==> src/rtl/pci_target_ctrl_if.sv <==
// pci_target_ctrl_if: PCI target bus-side signals (active-low FRAME#/IRDY#/DEVSEL#/STOP#)
// plus the local storage strobes the control stage produces.
`timescale 1ns/1ps
interface pci_target_ctrl_if #(
   parameter int AW = 3
);
   logic          frame;
   logic          irdy;
   logic [31:0]   ad;
   logic [3:0]    cbe;
   logic          devsel;
   logic          storageControl;
   logic          stop;
   logic [AW-1:0] mem_addr;
   logic          mem_we;
   logic          mem_re;
   logic [3:0]    mem_be;

   // slave: the target control stage; master: whoever drives the PCI bus side.
   modport slave (
      input  frame, irdy, ad, cbe,
      output devsel, storageControl, stop, mem_addr, mem_we, mem_re, mem_be
   );
   modport master (
      output frame, irdy, ad, cbe,
      input  devsel, storageControl, stop, mem_addr, mem_we, mem_re, mem_be
   );
endinterface

==> src/rtl/pci_target_ctrl.sv <==
// pci_target_ctrl: PCI memory target decode/claim/burst control feeding the TRDY# generator.
// Optional macro PCI_TGT_WAIT_EN inserts one TRDY#-high WAIT cycle between burst data phases.
`timescale 1ns/1ps
module pci_target_ctrl #(
   parameter logic [31:0] BASE_ADDR = 32'h0000_1000,
   parameter int          MEM_WORDS = 8
) (
   input  logic                    clk,
   input  logic                    rst,
   pci_target_ctrl_if.slave        bus,
   output logic [2:0]              o_dbg_state
);
   localparam int            AW         = $clog2(MEM_WORDS);
   localparam logic [AW-1:0] LAST_WORD  = AW'(MEM_WORDS - 1);
   localparam logic [3:0]    CMD_MEM_RD = 4'b0110;
   localparam logic [3:0]    CMD_MEM_WR = 4'b0111;

   typedef enum logic [2:0] {
      S_IDLE    = 3'd0,
      S_TURN    = 3'd1,
      S_DATA    = 3'd2,
      S_WAIT    = 3'd3,
      S_BACKOFF = 3'd4
   } state_t;

   state_t        r_state;
   state_t        w_state_nxt;
   logic          r_devsel;
   logic          r_sc;
   logic          r_stop;
   logic          r_write;
   logic          r_ignore;
   logic [AW-1:0] r_mem_addr;
   logic [AW-1:0] w_mem_addr_nxt;
   logic          w_write_nxt;
   logic          w_ignore_nxt;
   logic          w_addr_phase;
   logic          w_hit;
   logic          w_xfer;
   logic          w_unused_ad;

   assign w_unused_ad  = ^bus.ad[1:0];
   // r_ignore marks a transaction we did not claim; it lasts until the bus goes idle.
   assign w_addr_phase = (r_state == S_IDLE) & ~bus.frame & ~r_ignore;
   assign w_hit        = (bus.ad[31:5] == BASE_ADDR[31:5]) &
                         ((bus.cbe == CMD_MEM_RD) | (bus.cbe == CMD_MEM_WR));
   assign w_xfer       = (r_state == S_DATA) & ~bus.irdy & r_sc;

   always_comb begin
      w_state_nxt    = r_state;
      w_mem_addr_nxt = r_mem_addr;
      w_write_nxt    = r_write;
      w_ignore_nxt   = r_ignore;
      if (r_ignore && bus.frame && bus.irdy) begin
         w_ignore_nxt = 1'b0;
      end
      case (r_state)
         S_IDLE: begin
            if (w_addr_phase) begin
               w_mem_addr_nxt = bus.ad[AW+1:2];
               w_write_nxt    = bus.cbe[0];
               if (!w_hit) begin
                  w_ignore_nxt = 1'b1;
               end else if (bus.cbe[0]) begin
                  w_state_nxt = S_DATA;
               end else begin
                  w_state_nxt = S_TURN;
               end
            end
         end
         S_TURN: w_state_nxt = S_DATA;
         S_DATA: begin
            if (w_xfer) begin
               if (bus.frame) begin
                  w_state_nxt = S_IDLE;
               end else if (r_mem_addr == LAST_WORD) begin
                  w_state_nxt = S_BACKOFF;
               end else begin
                  w_mem_addr_nxt = r_mem_addr + AW'(1);
`ifdef PCI_TGT_WAIT_EN
                  w_state_nxt    = S_WAIT;
`else
                  w_state_nxt    = S_DATA;
`endif
               end
            end
         end
         S_WAIT:    w_state_nxt = S_DATA;
         S_BACKOFF: begin
            if (bus.frame) begin
               w_state_nxt = S_IDLE;
            end
         end
         default:   w_state_nxt = S_IDLE;
      endcase
   end

   // Bus-facing controls are registered from the next state so they change on the clock edge.
   always_ff @(posedge clk or posedge rst) begin
      if (rst) begin
         r_state    <= S_IDLE;
         r_devsel   <= 1'b1;
         r_sc       <= 1'b0;
         r_stop     <= 1'b1;
         r_write    <= 1'b0;
         r_ignore   <= 1'b0;
         r_mem_addr <= '0;
      end else begin
         r_state    <= w_state_nxt;
         r_devsel   <= (w_state_nxt == S_IDLE);
         r_sc       <= (w_state_nxt == S_DATA);
         r_stop     <= (w_state_nxt != S_BACKOFF);
         r_write    <= w_write_nxt;
         r_ignore   <= w_ignore_nxt;
         r_mem_addr <= w_mem_addr_nxt;
      end
   end

   assign bus.devsel         = r_devsel;
   assign bus.storageControl = r_sc;
   assign bus.stop           = r_stop;
   assign bus.mem_addr       = r_mem_addr;
   assign bus.mem_we         = w_xfer & r_write;
   assign bus.mem_re         = ((r_state == S_DATA) | (r_state == S_WAIT)) & ~r_write;
   assign bus.mem_be         = (r_state == S_DATA) ? ~bus.cbe : 4'b0000;
   assign o_dbg_state        = r_state;
endmodule
==> src/flat_wrapper.sv <==
// flat-port wrapper written by rule: the top's interface ports become plain ports
module pci_target_ctrl_flat 
#(
   parameter logic [31:0] BASE_ADDR = 32'h0000_1000,
   parameter int          MEM_WORDS = 8
)
  (clk, rst, o_dbg_state, bus_frame, bus_irdy, bus_ad, bus_cbe, bus_devsel, bus_storageControl, bus_stop, bus_mem_addr, bus_mem_we, bus_mem_re, bus_mem_be);
  pci_target_ctrl_if bus_i ();
  input  logic clk;
  input  logic rst;
  output logic [2:0] o_dbg_state;
  input wire logic [$bits(bus_i.frame)-1:0] bus_frame;
  input wire logic [$bits(bus_i.irdy)-1:0] bus_irdy;
  input wire logic [$bits(bus_i.ad)-1:0] bus_ad;
  input wire logic [$bits(bus_i.cbe)-1:0] bus_cbe;
  output wire logic [$bits(bus_i.devsel)-1:0] bus_devsel;
  output wire logic [$bits(bus_i.storageControl)-1:0] bus_storageControl;
  output wire logic [$bits(bus_i.stop)-1:0] bus_stop;
  output wire logic [$bits(bus_i.mem_addr)-1:0] bus_mem_addr;
  output wire logic [$bits(bus_i.mem_we)-1:0] bus_mem_we;
  output wire logic [$bits(bus_i.mem_re)-1:0] bus_mem_re;
  output wire logic [$bits(bus_i.mem_be)-1:0] bus_mem_be;
  assign bus_i.frame = bus_frame;
  assign bus_i.irdy = bus_irdy;
  assign bus_i.ad = bus_ad;
  assign bus_i.cbe = bus_cbe;
  assign bus_devsel = bus_i.devsel;
  assign bus_storageControl = bus_i.storageControl;
  assign bus_stop = bus_i.stop;
  assign bus_mem_addr = bus_i.mem_addr;
  assign bus_mem_we = bus_i.mem_we;
  assign bus_mem_re = bus_i.mem_re;
  assign bus_mem_be = bus_i.mem_be;
  pci_target_ctrl #(.BASE_ADDR(BASE_ADDR), .MEM_WORDS(MEM_WORDS)) u_core (.clk(clk), .rst(rst), .bus(bus_i), .o_dbg_state(o_dbg_state));
endmodule
==> config.mk <==
export PLATFORM = sky130hd
export DESIGN_NAME = pci_target_ctrl_flat
export DESIGN_NICKNAME = d
export VERILOG_FILES = /design/src/rtl/pci_target_ctrl_if.sv /design/src/rtl/pci_target_ctrl.sv /design/src/flat_wrapper.sv
export SDC_FILE = /design/constraint.sdc
export NUM_CORES = 1
export LEC_CHECK = 0
export CORE_MARGIN = 1
export CORE_UTILIZATION = 34
export CTS_CLUSTER_SIZE = 40
export DETAILED_ROUTE_END_ITERATION = 6
export HOLD_SLACK_MARGIN = 0.12
export PLACE_DENSITY = 0.94
export REMOVE_ABC_BUFFERS = 1
export SYNTH_ARGS = -nofsm -noshare
export SYNTH_HDL_FRONTEND = slang
export SYNTH_SLANG_ARGS = --single-unit
==> constraint.sdc <==
create_clock -name clk -period 3.3 [get_ports clk]
set_input_delay 0.33 -clock clk [delete_from_list [all_inputs] [get_ports clk]]
set_output_delay 0.33 -clock clk [all_outputs]
set_load 0.02 [all_outputs]
==> metrics.md, run 1 <==
| Metric | Value |
|---|---|
| Post-synthesis compound-gate area fraction | `10.8%` |
| Net count reported at finish | `167` |
| Vias | `812` |
| Die area | `2120 µm²` |
| Synth Register Bits | `11` |
| Area Overhead vs Synth | `86.9%` |
| Post-Route WL | `2.02 mm` |
| TNS Setup | `0 ns` |
| Setup Buffers After CTS | `0` |
| Initial antenna violation count | `0` |
| Arrival @ worst endpoint | `2.00 ns` |
| DR WL/cell | `13.6 µm` |
| Largest net degree at the start of global routing | `12` |
| Xor and xnor area share after synthesis | `1.33%` |
| Cell count after synthesis | `69` |
| TritonCTS clock tree | `yes` |
| Fmax | `429 MHz` |
| Starting Density | `37.4%` |
| Average size of a mapped cell | `9.56 µm²` |
| Highest-count cells in the layout ignoring fill and taps | `clkdlybuf4s50_1 (52), nor2_1 (9), dfrtp_1 (9)` |
| Post-route ant nets | `0` |
| Max Cap Violations | `0` |
| Global-route wire length before repair | `3.39 mm` |
| Die Span Y | `46.0 µm` |
| Seq/Total Area, Yosys | `42.1%` |
| Final Hold Fails | `0` |
| Predominant post-synthesis flop cell | `dfrtp_1` |
| Critical R2R Launch | `u_core.o_dbg_state[0]` |
| Post-route clock period utilization | `70.6%` |
| Min Tclk post-route | `2.33 ns` |
| Min-Delay Path Class | `input pin to async pin` |
| Mux contribution to synthesized area | `6.83%` |
| Worst-Skew Late Latency | `0.26 ns` |
| Largest family of logic cells by synthesized area | `simple AND/OR/NAND/NOR gates` |
| Fraction of the mapped netlist area in simple logic gates | `32.6%` |
| DP HPWL | `1.68 mm` |
| Drt via density | `5.45` |
| Final setup vio count | `0` |
| Root Buffer | `clkbuf_4` |
| Post-synth EDFFs | `0` |
| RSZ-0062 raised after global routing | `no` |
| Power, Total | `0.414 mW` |
| Deepest clock path buffer count | `2` |
| I/O pins | `55` |
| Worst setup path start | `u_core.o_dbg_state[0]` |
| Ant diodes | `0` |
| Die Wd | `46.0 µm` |
| Crit end category | `output pin` |
| Status | `complete, no violations` |
| Filler cells | `153` |
| Synth async-reset ratio | `100%` |
| # hold bufs at CTS | `0` |
| Mapped cell area | `659 µm²` |
| Vias in the first global route | `832` |
| Violation count after the first detailed-routing iteration | `17` |
| Slew headroom | `53.2%` |
| GPL Wtd Cong | `0.839` |
| Num rows | `15` |
| Most common cell after layout, fill and taps aside | `clkdlybuf4s50_1` |
| CTS sink count | `11` |
| Fraction of layout cells with a size suffix above 1 | `8.87%` |
| Port-buffer cells | `52` |
| Final Hold Slack | `0.345 ns` |
| P_leak | `0.489 nW` |
| Crit-path max FO | `9` |
| CP Class | `flop to output pin` |
| Worst-margin pin slew | `0.697 ns` |
| Core area | `1760 µm²` |
| CTS clk-pin slew, worst paths | `0.07 ns` |
| Post-cts sizing count | `0` |
| Yosys warns | `0` |
| Total grt overflow | `0` |
| Peak supply drop | `0.000201 V` |
| H-Tree Depth | `1` |
| Total CTS buffers | `3` |
| First-pass DRT Iterations | `4` |
| Fin util | `69.9%` |
| Post-synthesis adder-cell area fraction | `3.80%` |
| DRC viols | `0` |
| Pwr dens | `336 nW/µm²` |
| Startpoint Class | `flop` |
| Slew Viols, Final | `0` |
| Worst Skew | `0.00547 ns` |
| Synth cell types | `31` |
| Critical Path RT | `2.97 ns` |
| Total Routing Usage GR | `23.1%` |
flip-flops by register name, summed over array words and instances (netlist names):
name / flops
u_core.bus.mem_addr: 3
u_core.o_dbg_state: 3
u_core.bus.devsel: 1
u_core.bus.stop: 1
u_core.bus.storageControl: 1
u_core.r_ignore: 1
u_core.r_write: 1
logic make-up (layout without fill, tap and decap cells):
logic type / Yosys count / in the layout
AND/OR/NAND/NOR: 37 / 37
XOR/XNOR: 1 / 1
AO/OA/AOI/OAI: 10 / 10
buffers and inverters: 4 / 59
flip-flops: 11 / 11
multiplexers: 4 / 4
adder cells (fa/ha/maj): 2 / 2
worst max-delay path, cell delays in order (launching register included):
cell             delay [ns]
dfrtp_1                0.43
or3b_1                 0.54
nor2_1                 0.15
clkdlybuf4s50_1        0.63
per-stage QoR:
step	instance area (µm²)	instances	worst slack, ns
3_3_place_gp	1210	145	1.14
6_report	1230	149	0.970
2_1_floorplan	654	68	1.61
5_1_grt	1230	149	0.839
4_1_cts	1230	149	0.950
3_5_place_dp	1210	145	1.05
worst paths after layout:
path	endpoint	slack [ns]	depth (start not counted)
hold / removal	u_core.bus.mem_addr[0]	0.35	2
max in group asynchronous	u_core.bus.devsel	2.63	2
min in group clk	u_core.r_write	0.54	2
setup / recovery	bus_mem_be[1]	0.97	3
hold reg to reg	u_core.r_write	0.54	2
setup reg to reg	u_core.bus.mem_addr[2]	1.40	4
final cells by class:
cell class              count  area [µm²]  area share, %
multi-input cells          54         365           29.6
well taps                  25        31.3           2.54
flip-flops and latches     11         278           22.5
clock buffers               4        26.3           2.13
repair buffers             52         520           42.2
inverters                   3        11.3          0.914
metal layers:
layer	up-vias	track usage, %	part of all wire, %
met2	48	42.8	53
met5	-	0	0
met3	8	6.35	8.8
li1	373	-	-
met4	0	11.8	3.6
met1	383	23.1	35
cell usage after synthesis (all sizes together), types with 2 or more instances:
cell type / instances / share of area [%]
inv: 3 / 1.7
ha: 2 / 3.8
dfrtp: 9 / 34
nand4: 2 / 1.9
a32o: 2 / 3.0
nor2: 9 / 5.1
nand2: 5 / 2.8
o21ai: 3 / 2.3
nand2b: 2 / 1.9
mux2: 4 / 6.8
nor4: 7 / 7.6
nand3: 2 / 1.5
or3b: 2 / 2.7
dfstp: 2 / 8.0
where the power goes:
part	internal [mW]	switching (mW)	total (mW)
clock network	0.0467	0.0437	0.0905
registers	0.156	0.0201	0.176
logic	0.0878	0.0593	0.147
Note: power is estimated with default switching activity, not from simulation.
==> inputs of run 2 (changes only) <==
- CORE_UTILIZATION: 34 -> 28
- PLACE_DENSITY: 0.94 -> 0.84
- clock period: 3.3 -> 2.1 ns (I/O delays scaled with it)
==> metrics.md, run 2 (synthesized netlist as in run 1, its figures left out) <==
| Metric | Value |
|---|---|
| Area occupied by multi-input gates | `368 µm² (+0.69%)` |
| Total Routing Usage GR | `16.8% (-6.3 points)` |
| Final setup vio count | `0 (unchanged)` |
| Post-cts sizing count | `6 (+6)` |
| Starting Density | `29.8% (-7.6 points)` |
| Worst-Skew Late Latency | `0.27 ns (about the same)` |
| Die Span Y | `50.5 µm (+9.7%)` |
| TNS Setup | `0 ns (unchanged)` |
| Routed wire length on met2 | `961 µm (-10%)` |
| Die area | `2550 µm² (+20%)` |
| # hold bufs at CTS | `0 (unchanged)` |
| Crit-path max FO | `9 (unchanged)` |
| Setup Buffers After CTS | `0 (unchanged)` |
| Post-route clock period utilization | `87.9%` |
| Core area | `2210 µm² (+25%)` |
| Crit end category | `output pin` |
| DR WL/cell | `12.4 µm (-8.7%)` |
| Critical R2R Launch | `u_core.bus.mem_addr[0]` |
| Fmax | `542 MHz` |
| Highest Signal Layer | `met4` |
| Fraction of layout cells with a size suffix above 1 | `11.1% (+2.2 points)` |
| Peak supply drop | `0.000289 V (+44%)` |
| Net count reported at finish | `169 (+1.2%)` |
| Post-Route WL | `1.91 mm (-5.6%)` |
| Most common cell after layout, fill and taps aside | `clkdlybuf4s50_1` |
| Max Cap Violations | `0 (unchanged)` |
| H-Tree Depth | `1 (unchanged)` |
| RSZ-0062 raised after global routing | `no` |
| Highest-count cells in the layout ignoring fill and taps | `clkdlybuf4s50_1 (47), nor2_1 (9), dfrtp_1 (9)` |
| I/O pins | `55 (unchanged)` |
| Final Hold Fails | `0 (unchanged)` |
| Filler cells | `205 (+34%)` |
| R2r setup slk | `0.36 ns (-1.04 ns)` |
| Pwr dens | `528 nW/µm² (+57%)` |
| Wire length on met3 | `174 µm (-1.7%)` |
| First-pass DRT Iterations | `4 (unchanged)` |
| Vias | `766 (-5.7%)` |
| FF/Latch Area | `278 µm² (unchanged)` |
| Worst Skew | `0.00158 ns (-0.00389 ns)` |
| Worst R2R End | `u_core.bus.devsel` |
| Arrival @ worst endpoint | `1.64 ns (-0.36 ns)` |
| Area Overhead vs Synth | `89.2%` |
| Total grt overflow | `0 (unchanged)` |
| DP HPWL | `1.60 mm (-5.0%)` |
| Dpl ws | `0.187 ns (-0.861 ns)` |
| Min-Delay Path Class | `input pin to async pin` |
| Startpoint Class | `flop` |
| Min Tclk post-route | `1.85 ns` |
| Post-route ant nets | `0 (unchanged)` |
| Port-buffer cells | `52 (unchanged)` |
| CTS clk-pin slew, worst paths | `0.07 ns (about the same)` |
| GPL Wtd Cong | `0.890 (+6.1%)` |
| Drt via density | `4.97 (-8.7%)` |
| Initial antenna violation count | `0 (unchanged)` |
| P_leak | `0.528 nW (+7.8%)` |
| Slew headroom | `73.1% (+20 points)` |
| TritonCTS clock tree | `yes` |
| Global-route wire length before repair | `3.22 mm (-5.1%)` |
| Num rows | `17 (+2)` |
| Met1 WL | `750 µm (+6.8%)` |
| Final Hold Slack | `0.229 ns (-0.116 ns)` |
| Violation count after the first detailed-routing iteration | `23 (+6)` |
| DRC viols | `0 (unchanged)` |
| CP Class | `flop to output pin` |
| Die Wd | `50.5 µm (+9.7%)` |
| Final worst slack | `0.253 ns (-0.716 ns)` |
| Total CTS buffers | `3 (unchanged)` |
| Worst-margin pin slew | `0.403 ns (-0.294 ns)` |
| Status | `complete, no violations` |
| Worst Reg2Reg Path Length in Cells | `6 (+2)` |
| Deepest clock path buffer count | `2 (unchanged)` |
| Largest net degree at the start of global routing | `12 (unchanged)` |
| Slew Viols, Final | `0 (unchanged)` |
| Critical Path RT | `1.89 ns (-1.08 ns)` |
| Vias in the first global route | `833 (+0.12%)` |
| Root Buffer | `clkbuf_4` |
| CTS sink count | `11 (unchanged)` |
| Ant diodes | `0 (unchanged)` |
-- run 2: cell types whose count changed in the layout (fill, tap and decap cells not counted), sizes merged --
cell / before / now
buf: 0 / 2
clkdlybuf4s50: 52 / 47
dlygate4sd2: 0 / 5
-- run 2: final cells by class --
cell class | instances | share of cell area, %
clock buffers | 4 | 2.11
well taps | 28 | 2.81
multi-input cells | 54 | 29.5
flip-flops and latches | 11 | 22.3
repair buffers | 54 | 42.4
inverters | 3 | 0.903
-- run 2: per-stage QoR --
| step | instances | power, mW | area, µm² | util [%] |
|---|---|---|---|---|
| after CTS | 154 | 0.661 | 1250 | 56.4 |
| after detailed placement | 150 | 0.515 | 1220 | 55.4 |
| after global routing | 154 | 0.699 | 1250 | 56.4 |
| after floorplan | 68 | 0.373 | 654 | - |
| final | 154 | 0.659 | 1250 | 56.4 |
| after global placement | 150 | 0.507 | 1220 | 55.4 |
-- run 2: metal layers --
layer / GRT usage, % / vias to the layer above
met4: 6.94 / 0
met5: 0 / -
li1: - / 373
met1: 18.2 / 345
met3: 4.24 / 3
met2: 30.7 / 45
-- run 2: worst max-delay path by stage --
stage                           start           endpoint  cells after the start
5_1_grt         u_core.o_dbg_state[2]         bus_mem_we                      4
2_1_floorplan  u_core.bus.mem_addr[0]  u_core.bus.devsel                      6
3_5_place_dp    u_core.o_dbg_state[0]      bus_mem_be[0]                      3
6_report        u_core.o_dbg_state[0]      bus_mem_be[0]                      3
4_1_cts         u_core.o_dbg_state[0]      bus_mem_be[0]                      3
3_3_place_gp    u_core.o_dbg_state[0]      bus_mem_be[0]                      3
-- run 2: critical path: stages, from the launching register on --
cell and delay, ns:
dfrtp_1 0.44, or3b_4 0.48, nor2_1 0.10, dlygate4sd2_1 0.34
-- run 2: power breakdown --
group | internal (mW) | total (mW) | switching, mW
Clock | 0.0736 | 0.148 | 0.0739
Sequential | 0.245 | 0.277 | 0.0319
Combinational | 0.142 | 0.235 | 0.0928
Total | 0.460 | 0.659 | 0.199
==> inputs of run 3 (changes only) <==
- GPL_TIMING_DRIVEN: unset -> 0
==> metrics.md, run 3 (synthesized netlist as in run 1, its figures left out) <==
| Metric | Value |
|---|---|
| Status | `complete, no violations` |
| Seq pwr share | `42.5% (+0.5 points)` |
| Final Hold Fails | `0 (unchanged)` |
| Drt via density | `5.15 (+3.6%)` |
| GPL Wtd Cong | `0.858 (-3.5%)` |
| Worst-margin pin slew | `0.672 ns (+0.269 ns)` |
| Vias in the first global route | `806 (-3.2%)` |
| Peak supply drop | `0.000260 V (-10%)` |
| Die Wd | `50.5 µm (unchanged)` |
| CTS sink count | `11 (unchanged)` |
| Clock power share | `22.3% (about the same)` |
| Violation count after the first detailed-routing iteration | `12 (-48%)` |
| Pwr dens | `527 nW/µm² (-0.23%)` |
| Total CTS buffers | `3 (unchanged)` |
| Die Span Y | `50.5 µm (unchanged)` |
| Placed Instances | `148 (-1.3%)` |
| Vias | `783 (+2.2%)` |
| Comb pwr share | `35.2% (-0.4 points)` |
| Int Power | `0.457 mW (-0.76%)` |
| H-Tree Depth | `1 (unchanged)` |
| Worst-Skew Late Latency | `0.27 ns (about the same)` |
| TritonCTS clock tree | `yes` |
| Area post-placement | `1210 µm² (-1.2%)` |
| Initial antenna violation count | `0 (unchanged)` |
| Total Routing Usage GR | `17.5% (+0.68 points)` |
| CTS clk-pin slew, worst paths | `0.07 ns (about the same)` |
| DRC viols | `0 (unchanged)` |
| Finished Layout Cells | `152 (-1.3%)` |
| DP HPWL | `1.63 mm (+1.7%)` |
| CP Class | `flop to flop` |
| Final setup vio count | `0 (unchanged)` |
| Final Cell Area | `1240 µm² (-0.90%)` |
| Die area | `2550 µm² (unchanged)` |
| RSZ-0062 raised after global routing | `no` |
| Slew headroom | `54.8% (-18 points)` |
| Net count reported at finish | `167 (-1.2%)` |
| Switching Share | `29.9% (-0.27 points)` |
| Crit end category | `flop` |
| Post-route clock period utilization | `90.8% (+2.8 points)` |
| Total grt overflow | `0 (unchanged)` |
| Min-Delay Path Class | `input pin to async pin` |
| P_leak | `0.531 nW (+0.62%)` |
| Port-buffer cells | `52 (unchanged)` |
| Filler cells | `206 (+0.49%)` |
| Num rows | `17 (unchanged)` |
| Global-route wire length before repair | `3.27 mm (+1.7%)` |
| Starting Density | `29.8% (unchanged)` |
| Largest net degree at the start of global routing | `12 (unchanged)` |
| Highest-count cells in the layout ignoring fill and taps | `clkdlybuf4s50_1 (47), nor2_1 (9), dfrtp_1 (9)` |
| Fmax | `525 MHz (-3.1%)` |
| Worst Skew | `0.000459 ns (-0.00112 ns)` |
| Startpoint Class | `flop` |
| Max Cap Violations | `0 (unchanged)` |
| Ant diodes | `0 (unchanged)` |
| Dpl ws | `0.00277 ns (-0.184 ns)` |
| Fin util | `55.9% (-0.51 points)` |
| Final worst slack | `0.194 ns (-0.0597 ns)` |
| First-pass DRT Iterations | `4 (unchanged)` |
| Core area | `2210 µm² (unchanged)` |
| Crit-path max FO | `7 (-2)` |
| Slew Viols, Final | `0 (unchanged)` |
| Area Overhead vs Synth | `87.5%` |
| Min Tclk post-route | `1.91 ns (+0.0597 ns)` |
| Deepest clock path buffer count | `2 (unchanged)` |
| DR WL/cell | `12.9 µm (+4.2%)` |
| I/O pins | `55 (unchanged)` |
| Power, Total | `0.651 mW (-1.1%)` |
| Fraction of layout cells with a size suffix above 1 | `9.68% (-1.4 points)` |
| Post-Route WL | `1.96 mm (+2.9%)` |
| Root Buffer | `clkbuf_4` |
| Arrival @ worst endpoint | `2.07 ns (+0.43 ns)` |
| Most common cell after layout, fill and taps aside | `clkdlybuf4s50_1` |
| NetSw | `0.195 mW (-2.0%)` |
| Critical Path RT | `2.26 ns (+0.37 ns)` |
| Post-route ant nets | `0 (unchanged)` |
| TNS Setup | `0 ns (unchanged)` |
| Final Hold Slack | `0.232 ns (+0.00267 ns)` |
run 3: cell count changes in the layout (fill, tap and decap cells not counted):
cell,before,now
buf_4,2,0
dlygate4sd2_1,5,4
dlymetal6s2s_1,0,1
run 3: final cells by class:
type	instances	area, µm²	area share, %
well taps	28	35.0	2.83
multi-input cells	54	368	29.8
flip-flops and latches	11	278	22.5
clock buffers	4	26.3	2.13
repair buffers	52	518	41.9
inverters	3	11.3	0.911
run 3: power by group through the flow:
stage | Sequential (mW) | Combinational (mW) | Clock [mW]
after floorplan | 0.300 | 0.0735 | 0
after global placement | 0.278 | 0.224 | 0
after detailed placement | 0.280 | 0.231 | 0
after CTS | 0.277 | 0.232 | 0.148
after global routing | 0.281 | 0.253 | 0.160
final | 0.277 | 0.229 | 0.145
run 3: metal layers:
metal  global-route usage, %  part of all wire [%]
met1                    18.7                    38
met2                    32.9                    52
met3                    4.24                   9.3
met4                    6.02                   1.1
met5                       0                     0
run 3: critical path, cell delays in order (launching register included):
cell	delay [ns]
dfrtp_1	0.44
or2_1	0.29
nor4_2	0.52
o22ai_1	0.24
mux2_2	0.31
run 3: worst paths after layout:
| check | from | cells after the start | end | slack (ns) |
|---|---|---|---|---|
| setup reg to reg | u_core.o_dbg_state[0] | 4 | u_core.bus.mem_addr[1] | 0.19 |
| max in group asynchronous | rst | 2 | u_core.bus.devsel | 1.55 |
| min in group clk | u_core.r_write | 2 | u_core.r_write | 0.51 |
| hold / removal | rst | 2 | u_core.bus.mem_addr[0] | 0.23 |
| setup / recovery | u_core.o_dbg_state[0] | 4 | u_core.bus.mem_addr[1] | 0.19 |
| hold reg to reg | u_core.r_write | 2 | u_core.r_write | 0.51 |
run 3: repair_timing:
item / CTS / global route
hold buffers: 0 / 0
resized for setup: 5 / 1
setup endpoints to repair: 4 / 1
setup buffers: 0 / 0
hold endpoints to repair: 0 / 0
==> patch 1 (flow settings as in run 3) <==
The option `PCI_TGT_WAIT_EN` is turned on by a define.
--- a/src/rtl/pci_target_ctrl.sv
+++ b/src/rtl/pci_target_ctrl.sv
@@ -1,6 +1,8 @@
 // pci_target_ctrl: PCI memory target decode/claim/burst control feeding the TRDY# generator.
 // Optional macro PCI_TGT_WAIT_EN inserts one TRDY#-high WAIT cycle between burst data phases.
 `timescale 1ns/1ps
+`define PCI_TGT_WAIT_EN
+
 module pci_target_ctrl #(
    parameter logic [31:0] BASE_ADDR = 32'h0000_1000,
    parameter int          MEM_WORDS = 8
Check against the original RTL: not equivalent (a bounded check fails within 4 cycles, from zero or initial values and one cycle with rst high).
==> patch 1 against run 3 <==
Worst setup slack worse by 0.058 ns. Design area increased by 2.6%. Utilization rose by 0.39 points. Area after synthesis grew 3.6%. Routed wire length is 11% higher. Highest routed layer unchanged. Power is 3.3% higher. Sequential cell count is the same. Critical endpoint is now bus_mem_be[1].
==> patch 1: results (changes against run 3) <==
\begin{tabular}{lr}
\hline
Metric & Value \\
\hline
\multicolumn{2}{l}{\textbf{Routing}} \\
Wire length on met1 & 913 um (was 742 um) \\
Number of vias per cell & 4.97 (was 5.15) \\
Total met2 wirelength after detailed routing & 1100 um (was 1010 um) \\
Vias after detailed routing & 780 (was 783) \\
\multicolumn{2}{l}{\textbf{Power}} \\
Worst VDD drop & 0.433 mV (was 0.260 mV) \\
Leak Pwr & 0.000519 uW (was 0.000531 uW) \\
\multicolumn{2}{l}{\textbf{Setup path}} \\
Largest driver fanout on the critical path & 8 (was 7) \\
Critical path's largest stage delay & 0.50 ns (was 0.52 ns) \\
Termination of the worst setup path & bus\_mem\_be[1] (was u\_core.bus.mem\_addr[1]\$\_DFFE\_PP0P\_) \\
\multicolumn{2}{l}{\textbf{Cells and area}} \\
Fraction of final layout cells sized beyond drive strength 1 & 11.6\% (was 9.68\%) \\
\multicolumn{2}{l}{\textbf{GRT}} \\
GRT met2 Usage & 32.9\% (about the same) \\
Routing usage on met3 & 3.27\% (was 4.24\%) \\
Met1 Track Usage GR & 22.3\% (was 18.7\%) \\
\multicolumn{2}{l}{\textbf{Logic synthesis}} \\
Fraction of the yosys area taken by sequential cells & 40.7\% (was 42.1\%) \\
Mean instance size in the synthesized netlist & 9.23 um\^{}2 (was 9.56 um\^{}2) \\
List of most frequent post-synthesis cells & sky130\_fd\_sc\_hd\_\_nor2\_1 (12), sky130\_fd\_sc\_hd\_\_dfrtp\_1 (9), sky130\_fd\_sc\_hd\_\_nand2\_1 (5), sky130\_fd\_sc\_hd\_\_nor4\_1 (5) (was sky130\_fd\_sc\_hd\_\_dfrtp\_1 (9), sky130\_fd\_sc\_hd\_\_nor2\_1 (9), sky130\_fd\_sc\_hd\_\_nor4\_1 (6)) \\
\multicolumn{2}{l}{\textbf{Timing}} \\
Worst slew margin relative to its limit & 59.7\% (was 54.8\%) \\
Clock tree skew after final layout & 0.00708 ns (was 0.000459 ns) \\
\multicolumn{2}{l}{\textbf{Placed design}} \\
Final Wtd Congestion & 0.858 (about the same) \\
\multicolumn{2}{l}{\textbf{Outcome}} \\
Status & completed (unchanged) \\
\hline
\end{tabular}
==> patch 1: changes by cell type in the layout (fill, tap and decap cells not counted), sizes merged, moves of 2 or more <==
cell            run 3  this run
mux2                4         0
nor2                9        12
nor2b               1         4
a2bb2oi             0         2
a32o                2         0
nor3                0         2
nor4                7         5
o21ai               3         1
o22ai               1         3
o2bb2ai             0         2
==> patch 1: cell families after synthesis <==
group	share of synthesized area (%)
AO/OA/AOI/OAI	21.6
flip-flops	40.7
adder cells (fa/ha/maj)	3.66
AND/OR/NAND/NOR	30.8
buffers and inverters	3.30
==> patch 1: power by group <==
group | switching, uW | leakage (uW) | internal, uW
Sequential | 29.0 | 0.000132 | 243
Combinational | 98.5 | 0.000372 | 153
Clock | 75.6 | 0.0000150 | 73.6
Total | 203 | 0.000519 | 470
==> patch 1: cell type report <==
class | count | area (um^2)
fill | 221 | 986
timing repair buffer | 52 | 514
multi-input combinational | 58 | 399
sequential | 11 | 279
tap | 28 | 35.0
clock buffer | 4 | 26.3
inverter | 4 | 15.0
==> patch 2 (config.mk and constraints of run 3) <==
Without the edit above. Reset style: synchronous (`rst`), changed in one clocked block.
--- a/src/rtl/pci_target_ctrl.sv
+++ b/src/rtl/pci_target_ctrl.sv
@@ -96,7 +96,7 @@
    end
 
    // Bus-facing controls are registered from the next state so they change on the clock edge.
-   always_ff @(posedge clk or posedge rst) begin
+   always_ff @(posedge clk) begin
       if (rst) begin
          r_state    <= S_IDLE;
          r_devsel   <= 1'b1;
Formal check against the unedited RTL: differs if rst is asserted again (counterexample within 4 cycles, from zero or initial values and one cycle with rst high); with rst held inactive, the same outputs for 10 cycles.
==> patch 2 against run 3 <==
Power down 23%. Worst setup slack worse by 0.047 ns. Routed wire length down 0.71%. Count of clock-buffer cells in the layout unchanged. Critical path depth down 1. Sequential power down 19%. Sequential cell count unchanged. Cell count up 1.3%. Area after synthesis down 2.8%. Sequential share of layout area down 4.3 points. Design area down 2.2%. First-iteration DRC count down 25%. Critical endpoint is now bus_mem_we. Largest power group unchanged. Highest routed layer unchanged.
==> patch 2: results (changes against run 3) <==
\begin{tabular}{lr}
\hline
Metric & Value \\
\hline
\multicolumn{2}{l}{\textbf{GRT}} \\
Wire length of the first global-routing pass & 3330 um (was 3270 um) \\
GRT met2 Usage & 32.0\% (was 32.9\%) \\
Routing usage on met3 & 4.94\% (was 4.24\%) \\
Met1 Track Usage GR & 17.5\% (was 18.7\%) \\
\multicolumn{2}{l}{\textbf{Logic synthesis}} \\
Synth top area cells & sky130\_fd\_sc\_hd\_\_dfxtp\_1 (34\%), sky130\_fd\_sc\_hd\_\_nor2\_1 (5.3\%), sky130\_fd\_sc\_hd\_\_nor4\_1 (4.9\%), sky130\_fd\_sc\_hd\_\_mux2i\_1 (4.7\%), sky130\_fd\_sc\_hd\_\_ha\_1 (3.9\%) (was sky130\_fd\_sc\_hd\_\_dfrtp\_1 (34\%), sky130\_fd\_sc\_hd\_\_dfstp\_2 (8.0\%), sky130\_fd\_sc\_hd\_\_mux2\_2 (6.8\%), sky130\_fd\_sc\_hd\_\_nor4\_1 (5.7\%), sky130\_fd\_sc\_hd\_\_nor2\_1 (5.1\%)) \\
Fraction of the yosys area taken by sequential cells & 34.4\% (was 42.1\%) \\
Dominant synthesized flop cell & sky130\_fd\_sc\_hd\_\_dfxtp\_1 (was sky130\_fd\_sc\_hd\_\_dfrtp\_1) \\
Post-synthesis async set-or-reset flop share & 0\% (was 100\%) \\
Number of standard cells after synthesis & 73 (was 69) \\
\multicolumn{2}{l}{\textbf{Placed design}} \\
Number of cells in the design after placement & 150 (was 148) \\
Pre-CTS worst setup slack & 0.121 ns (was 0.00277 ns) \\
\multicolumn{2}{l}{\textbf{Setup path}} \\
CP Data Arrival Time & 1.74 ns (was 2.07 ns) \\
R2R setup slack & 0.51 ns (was 0.19 ns) \\
Source of the worst register-to-register timing path & u\_core.o\_dbg\_state[1]\$\_SDFF\_PP0\_ (was u\_core.o\_dbg\_state[0]\$\_DFF\_PP0\_) \\
Reg-to-Reg End & u\_core.bus.mem\_addr[2]\$\_SDFFE\_PP0P\_ (was u\_core.bus.mem\_addr[1]\$\_DFFE\_PP0P\_) \\
Critical path's largest stage delay & 0.59 ns (was 0.52 ns) \\
\multicolumn{2}{l}{\textbf{Power}} \\
Leak Pwr & 0.000478 uW (was 0.000531 uW) \\
Worst VDD drop & 0.227 mV (was 0.260 mV) \\
\multicolumn{2}{l}{\textbf{Timing}} \\
Tightest Pin Transition & 0.491 ns (was 0.672 ns) \\
Clock tree skew after final layout & 0.00152 ns (was 0.000459 ns) \\
Hold Slack & 0.503 ns (was 0.232 ns) \\
\multicolumn{2}{l}{\textbf{Outcome}} \\
Status & completed (unchanged) \\
\multicolumn{2}{l}{\textbf{Routing}} \\
Vias after detailed routing & 810 (was 783) \\
Routed Wire Length & 1950 um (was 1960 um) \\
\multicolumn{2}{l}{\textbf{Min path}} \\
Min-Delay Path Class & register to register (was primary input to async pin) \\
\hline
\end{tabular}
## patch 2: cell types whose count changed after synthesis, moves of 3 or more
cell                      change
sky130_fd_sc_hd__o21ai_0      -3
sky130_fd_sc_hd__mux2i_1      +3
sky130_fd_sc_hd__dfrtp_1      -9
sky130_fd_sc_hd__dfxtp_1     +11
sky130_fd_sc_hd__mux2_2       -4
## patch 2: stage by stage
| stage | power (uW) | util [%] | cell area [um^2] |
|---|---|---|---|
| finish | 500 | 58.6 | 1210 |
| global route | 523 | 58.6 | 1210 |
| CTS | 504 | 58.4 | 1200 |
| detailed placement | 360 | 57.2 | 1180 |
| global placement | 356 | 57.2 | 1180 |
| floorplan | 267 | - | 626 |
## patch 2: cell type report
class,count,area (um^2),area share [%]
inverters,3,11.3,0.932
repair buffers,52,515,42.7
multi-input cells,57,402,33.2
well taps,27,33.8,2.80
clock buffers,4,26.3,2.17
flip-flops and latches,11,220,18.2
## patch 2: what timing repair did
item / 4_1_cts / 5_1_grt
pin swaps: 0 / 0
gates resized for setup: 5 / 1
setup endpoints to repair: 4 / 1
## patch 2: cells by family (layout without fill, tap and decap cells)
family | Yosys count | after routing | synth area share, %
simple gates | 35 | 35 | 30.9
compound gates | 17 | 17 | 22.1
flops | 11 | 11 | 34.4
buf+inv | 5 | 59 | 4.10
mux | 3 | 3 | 4.69
fa+ha+maj | 2 | 2 | 3.91
## patch 2: worst max path at each step
stage	endpoint	cells past startpoint	slack [ns]	startpoint
after floorplan	u_core.bus.mem_addr[1]$_SDFFE_PP0P_	4	0.48	u_core.o_dbg_state[1]$_SDFF_PP0_
after global placement	bus_mem_be[0]	3	0.18	u_core.o_dbg_state[1]$_SDFF_PP0_
after detailed placement	bus_mem_be[1]	3	0.12	u_core.o_dbg_state[1]$_SDFF_PP0_
after CTS	bus_mem_we	3	0.02	u_core.o_dbg_state[1]$_SDFF_PP0_
after global routing	bus_mem_we	3	0.04	u_core.o_dbg_state[1]$_SDFF_PP0_
final	bus_mem_we	3	0.15	u_core.o_dbg_state[1]$_SDFF_PP0_
## patch 2: report_power, final
group	total, uW	switching (uW)	internal [uW]
registers	225	7.63	217
logic	130	42.7	86.9
clock network	145	71.9	73.6
total	500	122	378
## patch 2: routing by layer
layer	part of all wire, %	vias to the layer above	wire length, um
li1	-	385	-
met3	9.7	7	189
met1	37	372	727
met5	0	-	0
met4	4.0	0	78
met2	49	46	951
## patch 2: critical path, delay by kind of cell (launching register included)
family / cells / cell delay [ns]
simple gates: 2 / 0.46
flops: 1 / 0.42
buf+inv: 1 / 0.59
